--- config.mk ---
export PLATFORM = sky130hd
export DESIGN_NAME = stopwatch_digits
export DESIGN_NICKNAME = d
export VERILOG_FILES = /design/src/rtl/stopwatch_digits.sv
export SDC_FILE = /design/constraint.sdc
export NUM_CORES = 1
export LEC_CHECK = 0
export CORE_MARGIN = 2
export CORE_UTILIZATION = 35
export CTS_BUF_LIST = sky130_fd_sc_hd__clkbuf_8
export DETAILED_ROUTE_END_ITERATION = 16
export GPL_TIMING_DRIVEN = 0
export PLACE_DENSITY = 0.51
export SLEW_MARGIN = 0
export SYNTH_ARGS = -nofsm -noshare
export SYNTH_HDL_FRONTEND = slang
export SYNTH_SLANG_ARGS = --single-unit
--- constraint.sdc ---
create_clock -name CLOCK -period 3.4 [get_ports CLOCK]
set_input_delay 0.51 -clock CLOCK [delete_from_list [all_inputs] [get_ports CLOCK]]
set_output_delay 0.51 -clock CLOCK [all_outputs]
set_load 0.005 [all_outputs]
--- src/rtl/stopwatch_digits.sv ---
// stopwatch_digits: debounced start/stop/lap/clear stopwatch producing six BCD digits (MM:SS.cc)
module stopwatch_digits #(
  parameter int TICK_DIV = 500_000,
  parameter int DEBOUNCE_CYCLES = 1_000_000
) (
  input  logic       CLOCK,
  input  logic       RESET_N,
  input  logic       START_STOP_N,
  input  logic       LAP_N,
  input  logic       CLEAR_N,
  output logic [3:0] DIGIT0,
  output logic [3:0] DIGIT1,
  output logic [3:0] DIGIT2,
  output logic [3:0] DIGIT3,
  output logic [3:0] DIGIT4,
  output logic [3:0] DIGIT5,
  output logic       RUNNING,
  output logic       LAP_HELD,
  output logic       TICK
);
  localparam int CW = $clog2(DEBOUNCE_CYCLES + 1);
  localparam int PW = $clog2(TICK_DIV);
  typedef enum logic [1:0] {IDLE, RUN, LAP, PAUSED} state_t;
  state_t st, nxt;
  logic [2:0] raw, press;
  logic [PW-1:0] presc;
  logic [3:0] live [6];
  logic [3:0] live_n [6];
  logic [3:0] disp [6];
  logic start, lap, clr_go, cnt_en, adv, carry;
  assign raw = {CLEAR_N, LAP_N, START_STOP_N};
  for (genvar g = 0; g < 3; g++) begin : g_key
    logic s1, s2, acc, ev;
    logic [CW-1:0] cnt;
    always_ff @(posedge CLOCK or negedge RESET_N)
      if (!RESET_N) begin
        s1 <= 1'b1;
        s2 <= 1'b1;
        acc <= 1'b1;
        cnt <= '0;
        ev <= 1'b0;
      end else begin
        s1 <= raw[g];
        s2 <= s1;
        ev <= 1'b0;
        if (s2 == acc) cnt <= '0;
        else if (cnt == CW'(DEBOUNCE_CYCLES - 1)) begin
          acc <= s2;
          cnt <= '0;
          ev <= ~s2;
        end else cnt <= cnt + 1'b1;
      end
    assign press[g] = ev;
  end
  function automatic logic [3:0] lim(input int i);
    return (i == 3 || i == 5) ? 4'd5 : 4'd9;
  endfunction
  assign start = press[0];
  assign lap = press[1];
  assign cnt_en = st == RUN || st == LAP;
  assign clr_go = st == PAUSED && press[2];
  assign adv = cnt_en && presc == PW'(TICK_DIV - 1);
  // priority clear > start > lap, each only where it is valid
  assign nxt = clr_go ? IDLE : start ? (cnt_en ? PAUSED : RUN) :
               (lap && st == RUN) ? LAP : (lap && st == LAP) ? RUN : st;
  always_comb begin
    carry = adv;
    for (int i = 0; i < 6; i++) begin
      live_n[i] = clr_go ? 4'd0 : !carry ? live[i] : live[i] == lim(i) ? 4'd0 : live[i] + 4'd1;
      carry = carry && live[i] == lim(i);
    end
  end
  // the display register doubles as the lap snapshot: it simply holds while in LAP
  always_ff @(posedge CLOCK or negedge RESET_N)
    if (!RESET_N) begin
      st <= IDLE;
      presc <= '0;
      RUNNING <= 1'b0;
      LAP_HELD <= 1'b0;
      TICK <= 1'b0;
      for (int i = 0; i < 6; i++) begin
        live[i] <= '0;
        disp[i] <= '0;
      end
    end else begin
      st <= nxt;
      presc <= (clr_go || adv) ? '0 : cnt_en ? presc + 1'b1 : presc;
      for (int i = 0; i < 6; i++) begin
        live[i] <= live_n[i];
        disp[i] <= nxt == LAP ? disp[i] : live_n[i];
      end
      RUNNING <= nxt == RUN || nxt == LAP;
      LAP_HELD <= nxt == LAP;
      TICK <= adv;
    end
  assign DIGIT0 = disp[0];
  assign DIGIT1 = disp[1];
  assign DIGIT2 = disp[2];
  assign DIGIT3 = disp[3];
  assign DIGIT4 = disp[4];
  assign DIGIT5 = disp[5];
endmodule
==> flow_summary.toml <==
[run_status]
status = "completed"

[cells_and_area]
area_growth_pct = 16.35
post-route-util_pct = 41.31
final_area_um2 = 7988
drive_gt1_share_pct = 8.684
n_antenna_cell = 0
final_net_count = 758
stdcell_count = 1025

[placed_design]
place.gp.congestion = 0.8342
postPlaceCellArea_um2 = 7536
port_buffers = 31
place_hpwl_um = 10160
dp_cells = 992

[clock_tree]
clk_latency_ns = 0.45
cts-buffers-inserted = 17
cts_buffer_depth = 2
cts_setup_buffers = 0
htree_num_levels = 4
cts_tree = "done"
clk_pin_slew_ns = 0.08
cts_sinks = 144
cts_root_buffer = "clkbuf_8"

[synthesis]
syn_inst = 695
synth.most_common_cell = "dfrtp_1"
synth-edff-count = 0
synthTopCellsByCount = "dfrtp_1 (135), nor2_1 (115), nand2_1 (54), xnor2_1 (51), nand3_1 (45)"
ys_seq_elements = 144
avgSynthCellArea_um2 = 9.878
yosysSeqAreaShare_pct = 52.65
ys_types = 49
synth_top_cell_area_share_pct = 49.21
yosysWarnings = 0
yosys.area.top_type = "dfrtp_1"
yosys_most_used_dff = "dfrtp_1"
synth_area_um2 = 6865
ys_async_sr_fraction_pct = 100.0
synthesis.nets = 706
synth.area.top_cells = "dfrtp_1 (49%), xnor2_1 (6.5%), nor2_1 (6.3%), xor2_1 (3.7%), dfstp_2 (3.4%)"

[worst_setup_path]
crit_slowest_cell = "or4_1"
cp_slowest_stage_delay_ns = 0.47
r2r_cells = 10
worstReg2RegEnd = "DIGIT1[3]"
cp.required_ns = 3.79
worstPathArrival_ns = 3.52
crit_type = "reg -> reg"
cp-start-kind = "register"
crit_chain = "ha_1 > and2_1 > clkbuf_1 > buf_2 > nor2_1 > ha_1 > clkbuf_1 > nand2b_1 > or4_1 > nand4_1"
cp_max_fo = 10
rr_startpoint = "st[0]"
endpoint_kind = "register"
regToRegSetupSlack_ns = 0.27

[pwr]
power_leakage_nw = 3.325
ir_drop_uv = 224.0
power_w = 0.003271
p_per_area_nw_per_um2 = 409.5

[timing]
relSlewSlack_pct = 50.96
setup_viol = 0
finClkSkew_ns = 0.01157
hold_viol = 0
post-route-period-util_pct = 92.09
drv_slew = 0
fin_crit_ns = 3.131
holdWs_ns = 0.3575
tightestPinTransition_ns = 0.7289
rsz0062_at_grt = "false"
clock.fmax_mhz = 319.4

[route]
drc = 0
drtIter0Drc = 280
wire_per_inst_um = 14.45
vias = 5200
via_per_inst = 5.073
drt-total-wl_um = 14810
ant_nets = 0
firstDrtPassIters = 6

[floorplanning]
start_util_pct = 35.51
die_area_um2 = 20750
dieWidth_um = 144.1
core_um2 = 19330
die_y_um = 144.1
ios = 32
num_rows = 51

[run]
drv_cap = 0

[worst_hold_path]
hp-start = "g_key[2].s1"
min_to = "g_key[2].s2"
worstHoldPathCells = 0
hp-class = "reg -> reg"

[grt]
grt_max_degree = 96
grt_pass1_wl_um = 25900
grt_overflow = 0
antenna_found_initial = 0
track_usage_pct = 15.81
grt_pass1_vias = 5323
-- cell type report --
class	instances	area, um2
buffer	27	128.9
clock inverter	10	132.6
clock buffer	22	302.8
timing repair buffer	33	349.1
sequential	144	3615
fill	1877	11350
multi-input combinational	501	3042
inverter	23	86.33
tap	265	331.6
-- layout by cell type (no fill, tap or decap), types with 5 or more instances in the layout --
cell / n
mux2_2: 5
or4_1: 9
nand4_1: 17
a21oi_1: 14
nor4_1: 22
o21ai_0: 20
xnor2_1: 51
inv_1: 24
clkbuf_8: 22
and4_1: 5
clkdlybuf4s50_1: 30
clkbuf_1: 12
ha_1: 6
dfstp_2: 9
and3_1: 17
o211ai_1: 7
buf_2: 6
xor2_1: 29
nor2_1: 115
dfrtp_1: 135
mux2i_1: 8
nand3_1: 45
nand2_1: 54
nand2b_1: 5
nor3b_1: 5
nor3_1: 18
nor4bb_1: 6
-- stage by stage --
| step | TNS [ns] | setup slack [ns] |
|---|---|---|
| after CTS | 0 | 0.1652 |
| after global routing | 0 | 0.04217 |
| final | 0 | 0.2688 |
| after floorplan | 0 | 0.9859 |
| after detailed placement | -0.9604 | -0.1581 |
| after global placement | -571.67 | -4.089 |
-- sequential cells by signal, indices dropped and copies added (netlist names), 4 cells and up --
signal and flops:
presc 19, live 24, g_key.cnt 60, DIGIT2 4, DIGIT5 4, DIGIT1 4, DIGIT0 4, DIGIT4 4
DIGIT3 4
-- worst max-delay path, delay by kind of cell (launching register included) --
family | cells | cell delay (ns)
adder cells (fa/ha/maj) | 2 | 0.39
buffers and inverters | 3 | 1.01
flip-flops | 1 | 0.38
AND/OR/NAND/NOR | 5 | 1.28
-- routing by layer --
layer  vias to the layer above  global-route usage, %  part of all wire, %
met1                      2566                  20.65                   47
li1                       2525                      -                    -
met4                         0                  4.850                  1.4
met5                         -                      0                    0
met3                        15                  3.742                  4.0
met2                        94                  26.14                   48
-- worst max path at each step --
stage	startpoint	endpoint	depth (start not counted)
after floorplan	st[0]	DIGIT5[1]	11
after global placement	RESET_N	g_key[0].cnt[15]	1
after detailed placement	st[0]	DIGIT5[1]	11
after CTS	st[0]	DIGIT2[2]	10
after global routing	st[1]	DIGIT1[3]	10
final	st[0]	DIGIT1[3]	10
-- what timing repair did --
action | CTS | global route
gates cloned | 0 | 0
gates resized for setup | 2 | 6
endpoints found under the hold margin | 25 | 0
hold buffers | 1 | 0
pin swaps | 0 | 0
endpoints found under the setup margin | 12 | 17
-- cell families (layout without fill, tap and decap cells) --
logic type,after synthesis,count (layout),share of synthesized area [%]
buffers and inverters,50,115,3.043
AO/OA/AOI/OAI,60,60,5.650
XOR/XNOR,80,80,10.21
AND/OR/NAND/NOR,342,342,25.37
multiplexers,13,13,1.987
flip-flops,144,144,52.65
adder cells (fa/ha/maj),6,6,1.093
-- report_power, final --
| part | internal, W | total [W] | switching, W |
|---|---|---|---|
| sequential | 0.00173 | 0.00174 | 0.0000129 |
| combinational | 0.0000181 | 0.0000686 | 0.0000505 |
| clock | 0.000818 | 0.00146 | 0.000644 |
(Power assumes the default switching activity.)
